**src/rtl/shk_slv_regs.sv**
```systemverilog
// ----------------------------------------------------------------------------
// shk_slv_regs
//   Shake-bus slave register bank. Terminates one master transaction at a time
//   through a four-state handshake (IDLE -> EXEC -> RESP -> RELS) and keeps a
//   flat array of RW registers for downstream datapath blocks. RO status words
//   are only ever read. Decode and protocol errors accumulate on a sticky bus.
//
//   Optional feature (compile-time macro):
//     SHK_SLV_WMASK_EN - RW writes are bit-masked by mdat1:
//                        reg <= (reg & ~mdat1) | (mdata & mdat1).
//                        When undefined, mdat1 is ignored and reg <= mdata.
//
//   Ports
//     i_sys_clk, i_sys_resetn      clock, synchronous active-low reset
//     s_shk_cmd_valid/msync/...    master request (msync 1 = write, 0 = read)
//     s_shk_cmd_ready              one-cycle completion pulse
//     s_shk_cmd_ssync/sdata/saddr  ack flag, data, address echo (held)
//     s_reg_sta_arry               RO status words, lowest index in LSBs
//     m_reg_dst_arry               RW register contents, index 0 in LSBs
//     m_reg_dst_updt/indx          pulse + index after an accepted RW write
//     m_err_shk_info               sticky errors:
//                                  [0] miss, [1] write to RO,
//                                  [2] valid dropped mid-transaction,
//                                  [3] at least one error occurred
// ----------------------------------------------------------------------------
module shk_slv_regs #(
   parameter int unsigned                WD_SHK_DATA = 8,
   parameter int unsigned                WD_SHK_ADDR = 16,
   parameter int unsigned                NB_REG_NUMB = 16,
   parameter int unsigned                NB_REG_WRIT = 8,
   parameter logic [WD_SHK_ADDR-1:0]     P_BASE_ADDR = '0,
   parameter int unsigned                WD_ERR_INFO = 4
) (
   input  logic                                       i_sys_clk,
   input  logic                                       i_sys_resetn,
   input  logic                                       s_shk_cmd_valid,
   input  logic                                       s_shk_cmd_msync,
   input  logic [WD_SHK_DATA-1:0]                     s_shk_cmd_mdata,
   input  logic [WD_SHK_DATA-1:0]                     s_shk_cmd_mdat1,
   input  logic [WD_SHK_ADDR-1:0]                     s_shk_cmd_maddr,
   output logic                                       s_shk_cmd_ready,
   output logic                                       s_shk_cmd_ssync,
   output logic [WD_SHK_DATA-1:0]                     s_shk_cmd_sdata,
   output logic [WD_SHK_ADDR-1:0]                     s_shk_cmd_saddr,
   input  logic [WD_SHK_DATA*(NB_REG_NUMB-NB_REG_WRIT)-1:0] s_reg_sta_arry,
   output logic [WD_SHK_DATA*NB_REG_WRIT-1:0]         m_reg_dst_arry,
   output logic                                       m_reg_dst_updt,
   output logic [7:0]                                 m_reg_dst_indx,
   output logic [WD_ERR_INFO-1:0]                     m_err_shk_info
);

   localparam int unsigned NB_REG_RDON = NB_REG_NUMB - NB_REG_WRIT;

   typedef enum logic [1:0] {IDLE, EXEC, RESP, RELS} state_t;

   typedef struct packed {
      logic                   wr;
      logic [WD_SHK_DATA-1:0] data;
      logic [WD_SHK_DATA-1:0] mask;
      logic [WD_SHK_ADDR-1:0] addr;
   } req_t;

   state_t                                 state, state_nxt;
   req_t                                   req;
   logic [WD_SHK_ADDR-1:0]                 req_idx;
   logic                                   req_hit;
   logic [NB_REG_WRIT-1:0][WD_SHK_DATA-1:0] regs;

   // decode of the incoming address, latched together with the request
   logic [WD_SHK_ADDR-1:0]                 in_idx;
   logic                                   in_hit;

   // EXEC-stage results, carried into RESP
   logic                                   res_ack;
   logic [WD_SHK_DATA-1:0]                 res_data;

   logic                                   is_rw;
   logic                                   wr_ok;
   logic                                   exe_ack;
   logic [WD_SHK_DATA-1:0]                 cur_val;
   logic [WD_SHK_DATA-1:0]                 sta_val;
   logic [WD_SHK_DATA-1:0]                 wr_val;
   logic [WD_SHK_DATA-1:0]                 exe_data;
   logic [2:0]                             err_new;

   assign in_idx = s_shk_cmd_maddr - P_BASE_ADDR;
   assign in_hit = (s_shk_cmd_maddr >= P_BASE_ADDR) &&
                   (in_idx < WD_SHK_ADDR'(NB_REG_NUMB));

   assign m_reg_dst_arry = regs;

   // ---------------------------------------------------------------- FSM
   always_ff @(posedge i_sys_clk) begin
      if (!i_sys_resetn) state <= IDLE;
      else               state <= state_nxt;
   end

   always_comb begin
      state_nxt = state;
      case (state)
         IDLE:    if (s_shk_cmd_valid) state_nxt = EXEC;
         EXEC:    state_nxt = RESP;
         RESP:    state_nxt = RELS;
         RELS:    if (!s_shk_cmd_valid) state_nxt = IDLE;
         default: state_nxt = IDLE;
      endcase
   end

   // ------------------------------------------------------ EXEC datapath
   always_comb begin
      cur_val = '0;
      for (int i = 0; i < NB_REG_WRIT; i++)
         if (req_idx == WD_SHK_ADDR'(i)) cur_val = regs[i];

      sta_val = '0;
      for (int i = 0; i < NB_REG_RDON; i++)
         if (req_idx == WD_SHK_ADDR'(NB_REG_WRIT + i))
            sta_val = s_reg_sta_arry[i*WD_SHK_DATA +: WD_SHK_DATA];

      is_rw = req_hit && (req_idx < WD_SHK_ADDR'(NB_REG_WRIT));
      wr_ok = req.wr && is_rw;
`ifdef SHK_SLV_WMASK_EN
      wr_val = (cur_val & ~req.mask) | (req.data & req.mask);
`else
      wr_val = req.data;
`endif
      exe_ack = req_hit && (!req.wr || is_rw);

      // every nack returns zero data, whatever the reason
      if (!exe_ack)    exe_data = '0;
      else if (req.wr) exe_data = wr_val;
      else if (is_rw)  exe_data = cur_val;
      else             exe_data = sta_val;

      err_new = '0;
      if (state == EXEC) begin
         err_new[0] = !req_hit;
         err_new[1] = req.wr && req_hit && !is_rw;
         err_new[2] = !s_shk_cmd_valid;
      end else if (state == RESP) begin
         err_new[2] = !s_shk_cmd_valid;
      end
   end

`ifndef SHK_SLV_WMASK_EN
   // mask input has no function without the masked-write feature
   logic unused_mask;
   assign unused_mask = ^req.mask;
`endif

   // ----------------------------------------------------- state / outputs
   always_ff @(posedge i_sys_clk) begin
      if (!i_sys_resetn) begin
         req             <= '0;
         req_idx         <= '0;
         req_hit         <= 1'b0;
         regs            <= '0;
         res_ack         <= 1'b0;
         res_data        <= '0;
         s_shk_cmd_ready <= 1'b0;
         s_shk_cmd_ssync <= 1'b0;
         s_shk_cmd_sdata <= '0;
         s_shk_cmd_saddr <= '0;
         m_reg_dst_updt  <= 1'b0;
         m_reg_dst_indx  <= '0;
         m_err_shk_info  <= '0;
      end else begin
         s_shk_cmd_ready <= 1'b0;
         m_reg_dst_updt  <= 1'b0;

         // err[3] rides along with any newly flagged error
         if (|err_new)
            m_err_shk_info <= m_err_shk_info | {1'b1, err_new};

         case (state)
            IDLE: if (s_shk_cmd_valid) begin
               req.wr   <= s_shk_cmd_msync;
               req.data <= s_shk_cmd_mdata;
               req.mask <= s_shk_cmd_mdat1;
               req.addr <= s_shk_cmd_maddr;
               req_idx  <= in_idx;
               req_hit  <= in_hit;
            end
            EXEC: begin
               for (int i = 0; i < NB_REG_WRIT; i++)
                  if (wr_ok && req_idx == WD_SHK_ADDR'(i)) regs[i] <= wr_val;
               res_ack  <= exe_ack;
               res_data <= exe_data;
            end
            RESP: begin
               s_shk_cmd_ready <= 1'b1;
               s_shk_cmd_ssync <= res_ack;
               s_shk_cmd_sdata <= res_data;
               s_shk_cmd_saddr <= req.addr;
               if (req.wr && res_ack) begin
                  m_reg_dst_updt <= 1'b1;
                  m_reg_dst_indx <= req_idx[7:0];
               end
            end
            default: ;
         endcase
      end
   end

endmodule

```
**config.mk**
```make
export PLATFORM = sky130hd
export DESIGN_NAME = shk_slv_regs
export DESIGN_NICKNAME = d
export VERILOG_FILES = /design/src/rtl/shk_slv_regs.sv
export SDC_FILE = /design/constraint.sdc
export NUM_CORES = 1
export LEC_CHECK = 0
export ABC_AREA = 1
export CORE_ASPECT_RATIO = 0.9
export CORE_UTILIZATION = 44
export CTS_BUF_LIST = sky130_fd_sc_hd__clkbuf_4
export CTS_CLUSTER_SIZE = 28
export DETAILED_ROUTE_END_ITERATION = 10
export PLACE_DENSITY_LB_ADDON = 0.2
export SYNTH_ARGS = -nofsm -noshare
export SYNTH_HDL_FRONTEND = slang
export SYNTH_SLANG_ARGS = --single-unit
```
**constraint.sdc**
```tcl
create_clock -name i_sys_clk -period 1.69 [get_ports i_sys_clk]
set_input_delay 0.169 -clock i_sys_clk [delete_from_list [all_inputs] [get_ports i_sys_clk]]
set_output_delay 0.169 -clock i_sys_clk [all_outputs]
set_load 0.05 [all_outputs]
```
==> out/results.ini, run 1 <==
[power]
power.clock.fraction_pct=22.3
power_per_cell_area_nw_per_um2=1160
irDropWorstVdd_mv=0.779
internal-power_uw=7440
post-layout-total-power_uw=12400
switchingPower_uw=4930
p_leak_uw=0.00472
p_sw_share_pct=39.8
sequentialPowerShare_pct=32.3
comb_power_share_pct=45.4

[sta]
final_hold_viol_count=0
timing.hold.ws_ns=0.0556
final.setup_skew_ns=0.0126
post-route-min-period_ns=1.97
maxSlewViolCount=0
setup_viol=72
post-route-worst-setup-slack_ns=-0.280
achievable-frequency_mhz=508
worst_slew_margin_rel_pct=62.7
post-route-period-util_pct=117
rsz0062_at_grt=true
timing_worst_slew_pin_value_ns=0.554

[setup_path]
worst-setup-path-type=reg -> reg
setup.worst_path.end_class=flip-flop
biggest_cell_delay_along_the_critical_path_ns=0.35
cell_seen_most_often_among_critical_path_stages=sky130_fd_sc_hd__nand2_1
worst-path-buf-inv=3
cpLargestDelayFamily=simple AND/OR/NAND/NOR gates
r2r-start=req_idx[13]$_SDFFE_PN0P_
worstSetupStartpointType=flip-flop
critical_path_s_slowest_cell=sky130_fd_sc_hd__dfxtp_2
setup.worst_path.start=req_idx[13]$_SDFFE_PN0P_
critPathMaxFanout=5
required_time_of_the_critical_path_ns=2.19
worstPathCellList=nor2_2, nand2_2, nor2_4, buf_6, buf_16, buf_6, nand3_1, o21ai_1, nor2_1, nand2_1, nand2_1, nand2_1, nand2_2, nand2_1, nand2_1, nand2_1, nand2_1, a21oi_1
arrival_ns=2.47

[synthesis]
synth_fp_nets=1057
fraction_of_the_yosys_area_taken_by_sequential_cells_pct=42.6
synth_seq_cells=140
synth_area_leader_cell=sky130_fd_sc_hd__dfxtp_1
asyncSetResetFlopFracSynth_pct=0
syn-instance-count=952
synth_xor_area_share_pct=0
top_area_cell_type_share_of_the_netlist_area_pct=42.6
synth_enable_flop_cells=0
post_synth_top_flop=sky130_fd_sc_hd__dfxtp_1
postSynthAreaPerCell_sq_um=6.91
yosys.area_share.simple_pct=25.4
synth_top_family_by_area=simple AND/OR/NAND/NOR gates
synth_cell_type_count=33
netlist_area_sq_um=6570
post_synth_main_area_contributors=sky130_fd_sc_hd__dfxtp_1, sky130_fd_sc_hd__a21oi_1, sky130_fd_sc_hd__o21ai_0
synth_warnings=0
yosys-mux-area-fraction_pct=0.171
synth_area_in_adders_pct=0.952
synth_compound_area_share_pct=22.1

[route]
detail_route.vias_per_cell=5.23
dr_wl_met3_um=1950
post_drt_wl_per_cell_um=16.5
route.vias.total=7699
drtIter0Drc=556
top_signal_layer_used=met4
wl_met2_um=11100
totalWireLength_um=24300
dr.pass1.iters=5
ant_nets=0
remaining_drc_errors=0
routedLengthMet1_um=10600

[floorplanning]
floorplan.initialDensity_pct=44.8
die-area_sq_um=15400
row_count=42
floorplan.io_pins=203
die_w_um=131
die_h_um=118
placeableCoreArea_sq_um=14700

[status]
outcome=finished with violations
failed_checks=setup timing

[finish]
finish.net_count=1364
area_delta_synth_final_pct=62.5
layout-drive-gt1-share_pct=33.6
fillCellCount=1123

[worst_hold_path]
hold_path_startpoint=i_sys_resetn
min_path_type=in -> reg

[clock_tree]
cts_tree=yes
cts-htree-levels=4
clock_insertion_delay_worst_skew_ns=0.56
root_buffer=sky130_fd_sc_hd__clkbuf_4
tritoncts.num_buffers=17
cts-root-to-sink-buffers=2
worst_setup_hold_path_clk_slew_ns=0.12
clock-sinks=140

[place]
finalWeightedCongestion=0.937
buffer_ports.inserted=194
detailedPlacementHpwl_um=16800

[job]
timing.max_cap.violations=0

[global_route]
grt_max_degree=68
grt_pass1_wl_um=35500
antenna_found_initial=1
grt_util_all_layers_pct=30.1
grt_pass1_vias=6879
grt.overflow.total=0

through the flow:
stage	setup TNS, ns	setup WS, ns	cell area [sq um]	cells	util (%)
after floorplan	-0.480	-0.0486	6650	952	-
after CTS	-5.80	-0.256	10100	1457	69.0
final	-8.03	-0.280	10700	1471	72.9
after global placement	-7.67	-0.373	9270	1401	63.2
after detailed placement	-10.0	-0.375	9270	1401	63.2
after global routing	-15.35	-0.453	10700	1471	72.9
power groups by stage:
stage                     logic [uW]  registers, uW  clock network, uW
after floorplan                 1850           4780                  0
after global placement          4570           4020                  0
after detailed placement        4600           4030                  0
after CTS                       5280           3980               2750
after global routing            5950           4040               2920
final                           5620           3990               2760
registers in the layout (all words and copies together) (netlist names):
name and cells:
m_reg_dst_indx 8, req 1, state 2, s_shk_cmd_ssync 1, req_hit 1, wr_val 8
res_ack 1, s_shk_cmd_saddr 16, res_data 8, m_reg_dst_arry 64, s_shk_cmd_sdata 8, m_err_shk_info 4
s_shk_cmd_ready 1, req_idx 16, m_reg_dst_updt 1
logic make-up after synthesis:
logic type | Yosys count
adders and majority gates | 5
DFF | 140
AOI/OAI and AO/OA | 289
buffers and inverters | 145
muxes | 1
and+or+nand+nor | 372
area by class of cell:
type	instances	area, sq um	share of cell area (%)
inverter	100	375	3.51
antenna	1	2.50	0.0234
sequential	140	2820	26.4
timing repair buffer	333	3120	29.2
clock inverter	15	244	2.28
multi-input combinational	667	3750	35.1
tap	198	248	2.32
clock buffer	17	128	1.19
cells in the mapped netlist (2+ instances only):
library cell and count:
sky130_fd_sc_hd__dfxtp_1 140, sky130_fd_sc_hd__nand4_1 17, sky130_fd_sc_hd__inv_2 7, sky130_fd_sc_hd__nor3_4 2
sky130_fd_sc_hd__o21ai_1 4, sky130_fd_sc_hd__nand3_1 40, sky130_fd_sc_hd__buf_2 13, sky130_fd_sc_hd__nand2_1 147
sky130_fd_sc_hd__ha_1 5, sky130_fd_sc_hd__inv_1 85, sky130_fd_sc_hd__a21oi_1 159, sky130_fd_sc_hd__nor2_2 7
sky130_fd_sc_hd__nor4_1 5, sky130_fd_sc_hd__buf_4 2, sky130_fd_sc_hd__o21ai_0 123, sky130_fd_sc_hd__or2_2 4
sky130_fd_sc_hd__nand2_2 3, sky130_fd_sc_hd__nor2_4 7, sky130_fd_sc_hd__nor3_1 7, sky130_fd_sc_hd__clkinv_1 8
sky130_fd_sc_hd__nor2_1 127, sky130_fd_sc_hd__clkbuf_1 29
path summary, 6_finish.rpt:
| check | end | slack [ns] | cells after the start |
|---|---|---|---|
| worst max register to register | res_data[7]$_SDFFE_PN0P_ | -0.28 | 18 |
| worst min register to register | m_reg_dst_indx[5]$_SDFFE_PN0P_ | 0.46 | 2 |
| worst max-delay path | res_data[7]$_SDFFE_PN0P_ | -0.28 | 18 |
| worst min-delay path | m_reg_dst_arry[42]$_SDFFE_PN0P_ | 0.06 | 3 |
per-layer routing:
metal | global-route usage (%) | up-vias
met5 | 0 | -
met4 | 10.1 | 0
met3 | 6.45 | 52
met2 | 46.2 | 343
met1 | 41.7 | 3535
li1 | - | 3769
cells in the final DEF (no fill, tap or decap), types with 13 or more instances in the layout:
cell | netlist | layout
sky130_fd_sc_hd__dlygate4sd2_1 | 0 | 16
sky130_fd_sc_hd__buf_6 | 1 | 24
sky130_fd_sc_hd__clkdlybuf4s50_1 | 0 | 90
sky130_fd_sc_hd__inv_1 | 85 | 77
sky130_fd_sc_hd__nand3_1 | 40 | 32
sky130_fd_sc_hd__o21ai_1 | 4 | 20
sky130_fd_sc_hd__a21oi_1 | 159 | 137
sky130_fd_sc_hd__nand4_1 | 17 | 17
sky130_fd_sc_hd__buf_12 | 0 | 13
sky130_fd_sc_hd__o21ai_2 | 0 | 34
sky130_fd_sc_hd__nor2_4 | 7 | 20
sky130_fd_sc_hd__nor2_1 | 127 | 102
sky130_fd_sc_hd__inv_2 | 7 | 15
sky130_fd_sc_hd__nand2_1 | 147 | 129
sky130_fd_sc_hd__nand2_2 | 3 | 17
sky130_fd_sc_hd__buf_4 | 2 | 177
sky130_fd_sc_hd__o21ai_0 | 123 | 69
sky130_fd_sc_hd__clkbuf_4 | 0 | 17
sky130_fd_sc_hd__nor2_2 | 7 | 19
sky130_fd_sc_hd__a21oi_2 | 0 | 21
sky130_fd_sc_hd__dfxtp_1 | 140 | 129
tightest hold or removal path, cell delays in order:
cell and delay [ns]:
sky130_fd_sc_hd__buf_2 0.25, sky130_fd_sc_hd__o21ai_2 0.11, sky130_fd_sc_hd__a21oi_1 0.04
repair_timing:
action / CTS / global route
endpoints found under the setup margin: 88 / 74
pin swaps: 37 / 38
gates resized for setup: 99 / 158
hold buffers: 0 / 0
setup buffers: 19 / 9
cloned: 5 / 4
No activity file was read; power rests on OpenSTA's default activity.
==> inputs of run 2 (changes only) <==
Settings changed: CORE_MARGIN set to 1, SKIP_CTS_REPAIR_TIMING set to 1.
==> out/results.ini, run 2 (same netlist as run 1, synthesis figures left out) <==
[status]
outcome=finished with violations  ; unchanged
failed_checks=setup timing  ; unchanged

[place]
buffer_ports.inserted=194  ; unchanged
inst_count_dp=1401  ; unchanged
detailedPlacementHpwl_um=16800  ; unchanged
finalWeightedCongestion=0.937  ; unchanged
post_placement_cell_area_sq_um=9270  ; unchanged

[route]
ant_nets=0  ; unchanged
totalWireLength_um=23800  ; was 24300 um
dr.pass1.iters=7  ; was 5
remaining_drc_errors=0  ; unchanged
post_drt_wl_per_cell_um=16.4  ; was 16.5 um
detail_route.vias_per_cell=5.22  ; was 5.23
drtIter0Drc=658  ; was 556
route.vias.total=7603  ; was 7699

[finish]
area_delta_synth_final_pct=59.2  ; was 62.5%
finish.net_count=1349  ; was 1364
layout-drive-gt1-share_pct=30.1  ; was 33.6%
commonest_non_fill_non_tap_cells_in_the_layout=sky130_fd_sc_hd__buf_4, sky130_fd_sc_hd__nand2_1, sky130_fd_sc_hd__dfxtp_1, sky130_fd_sc_hd__a21oi_1, sky130_fd_sc_hd__nor2_1  ; was sky130_fd_sc_hd__buf_4, sky130_fd_sc_hd__a21oi_1, sky130_fd_sc_hd__nand2_1, sky130_fd_sc_hd__dfxtp_1, sky130_fd_sc_hd__nor2_1
finalCoreUtilization_pct=71.4  ; was 72.9%
largest_register_ff_count=64  ; unchanged
fillCellCount=1169  ; was 1123
layout.cells.most_common=sky130_fd_sc_hd__buf_4  ; unchanged
final_area_sq_um=10500  ; was 10700 sq um
instances_no_fill=1456  ; was 1471

[sta]
timing_worst_slew_pin_value_ns=0.559  ; was 0.554 ns
setup_total_negative_slack_ns=-13.66  ; was -8.03 ns
achievable-frequency_mhz=491  ; was 508 MHz
worst_slew_margin_rel_pct=62.4  ; was 62.7%
maxSlewViolCount=0  ; unchanged
rsz0062_at_grt=true  ; unchanged
final_hold_viol_count=0  ; unchanged
post-route-worst-setup-slack_ns=-0.347  ; was -0.280 ns
post-route-min-period_ns=2.04  ; was 1.97 ns
post-route-period-util_pct=121  ; was 117%
setup_viol=72  ; unchanged
final.setup_skew_ns=0.0118  ; was 0.0126 ns

[worst_hold_path]
whs_path_depth=3  ; unchanged
min_path_type=in -> reg  ; unchanged

[setup_path]
cell_seen_most_often_among_critical_path_stages=sky130_fd_sc_hd__nand2_1  ; unchanged
timing.critical_path.to=res_data[5]$_SDFFE_PN0P_  ; was res_data[7]$_SDFFE_PN0P_
worst-path-buf-inv=2  ; was 3
r2r-start=req_idx[15]$_SDFFE_PN0P_  ; was req_idx[13]$_SDFFE_PN0P_
worstSetupStartpointType=flip-flop  ; unchanged
worst-setup-path-type=reg -> reg  ; unchanged
cp_num_cells=15  ; was 18
worstPathCellList=nor2_1, nand2_2, nor2_4, buf_12, nand3_1, buf_4, nor2_1, nor2_1, nand3_1, nand2_1, nand2_2, nand2_1, nand2_1, nand2_1, a21oi_1  ; was nor2_2, nand2_2, nor2_4, buf_6, buf_16, buf_6, nand3_1, o21ai_1, nor2_1, nand2_1, nand2_1, nand2_1, nand2_2, nand2_1, nand2_1, nand2_1, nand2_1, a21oi_1
required_time_of_the_critical_path_ns=2.18  ; was 2.19 ns
r2r_slack_ns=-0.35  ; was -0.28 ns
arrival_ns=2.52  ; was 2.47 ns
reg2regPathDepth=15  ; was 18
reg2reg_to=res_data[5]$_SDFFE_PN0P_  ; was res_data[7]$_SDFFE_PN0P_
setup.worst_path.start=req_idx[15]$_SDFFE_PN0P_  ; was req_idx[13]$_SDFFE_PN0P_
biggest_cell_delay_along_the_critical_path_ns=0.33  ; was 0.35 ns
critical_path_s_slowest_cell=sky130_fd_sc_hd__dfxtp_1  ; was sky130_fd_sc_hd__dfxtp_2
setup.worst_path.end_class=flip-flop  ; unchanged
critPathMaxFanout=6  ; was 5
cpLargestDelayFamily=simple AND/OR/NAND/NOR gates  ; unchanged

[job]
timing.max_cap.violations=0  ; unchanged

[floorplanning]
die_h_um=118  ; unchanged
die_w_um=131  ; unchanged
floorplan.initialDensity_pct=44.8  ; unchanged
row_count=42  ; unchanged
die-area_sq_um=15400  ; unchanged
floorplan.io_pins=203  ; unchanged
placeableCoreArea_sq_um=14700  ; unchanged

[clock_tree]
tritoncts.num_buffers=17  ; unchanged
cts_tree=yes  ; unchanged
worst_setup_hold_path_clk_slew_ns=0.12  ; about the same
cts-root-to-sink-buffers=2  ; unchanged
root_buffer=sky130_fd_sc_hd__clkbuf_4  ; unchanged
clock_insertion_delay_worst_skew_ns=0.55  ; was 0.56 ns
clock-sinks=140  ; unchanged
cts-htree-levels=4  ; unchanged

[power]
p_leak_uw=0.00479  ; was 0.00472 uW
power_per_cell_area_nw_per_um2=1130  ; was 1160 nW/um^2
irDropWorstVdd_mv=0.807  ; was 0.779 mV
post-layout-total-power_uw=11900  ; was 12400 uW

[global_route]
grt_util_all_layers_pct=28.8  ; was 30.1%
grt_max_degree=68  ; unchanged
grt_pass1_vias=6571  ; was 6879
grt_pass1_wl_um=33900  ; was 35500 um
antenna_found_initial=1  ; unchanged
grt.overflow.total=0  ; unchanged

==> run 2: worst min-delay path by stage <==
| stage | startpoint | end | slack (ns) |
|---|---|---|---|
| after floorplan | s_shk_cmd_maddr[12] | req_idx[12]$_SDFFE_PN0P_ | 0.34 |
| after global placement | m_reg_dst_indx[0]$_SDFFE_PN0P_ | m_reg_dst_indx[0]$_SDFFE_PN0P_ | 0.44 |
| after detailed placement | m_reg_dst_indx[6]$_SDFFE_PN0P_ | m_reg_dst_indx[6]$_SDFFE_PN0P_ | 0.44 |
| after CTS | i_sys_resetn | m_reg_dst_arry[44]$_SDFFE_PN0P_ | 0.03 |
| after global routing | i_sys_resetn | m_reg_dst_arry[48]$_SDFFE_PN0P_ | 0.07 |
| final | i_sys_resetn | m_reg_dst_arry[53]$_SDFFE_PN0P_ | 0.09 |
==> run 2: where the power goes <==
| part | internal (uW) | leakage (uW) | switching, uW | total (uW) |
|---|---|---|---|---|
| clock | 1470 | 0.000178 | 1280 | 2750 |
| sequential | 3730 | 0.00114 | 252 | 3980 |
| combinational | 1980 | 0.00348 | 3150 | 5130 |
==> run 2: cell type report <==
type	count	area, sq um	area share [%]
flip-flops and latches	140	2820	26.9
diodes	1	2.50	0.0239
well taps	198	248	2.37
clock inverters	15	244	2.33
clock buffers	17	128	1.22
repair buffers	318	3010	28.7
multi-input cells	667	3640	34.8
inverters	100	375	3.59
==> run 2: through the flow <==
stage | hold WS (ns) | setup slack [ns]
finish | 0.0894 | -0.347
global route | 0.0728 | -0.495
floorplan | 0.336 | -0.0486
global placement | 0.436 | -0.373
detailed placement | 0.437 | -0.375
CTS | 0.0325 | -0.402
==> run 2: worst reg2reg max path, stage by stage, from the launching register on <==
cell and delay [ns]:
sky130_fd_sc_hd__dfxtp_1 0.33, sky130_fd_sc_hd__nor2_1 0.14, sky130_fd_sc_hd__nand2_2 0.10, sky130_fd_sc_hd__nor2_4 0.20, sky130_fd_sc_hd__buf_12 0.16, sky130_fd_sc_hd__nand3_1 0.15
sky130_fd_sc_hd__buf_4 0.19, sky130_fd_sc_hd__nor2_1 0.08, sky130_fd_sc_hd__nor2_1 0.05, sky130_fd_sc_hd__nand3_1 0.11, sky130_fd_sc_hd__nand2_1 0.07, sky130_fd_sc_hd__nand2_2 0.09
sky130_fd_sc_hd__nand2_1 0.06, sky130_fd_sc_hd__nand2_1 0.05, sky130_fd_sc_hd__nand2_1 0.05, sky130_fd_sc_hd__a21oi_1 0.13
==> run 2: routing by layer <==
layer,track usage [%],vias to the layer above,wire [um]
met5,0,-,0
met1,40.6,3507,10600
met4,8.55,0,391
met2,44.0,321,11000
li1,-,3746,-
met3,6.00,29,1830
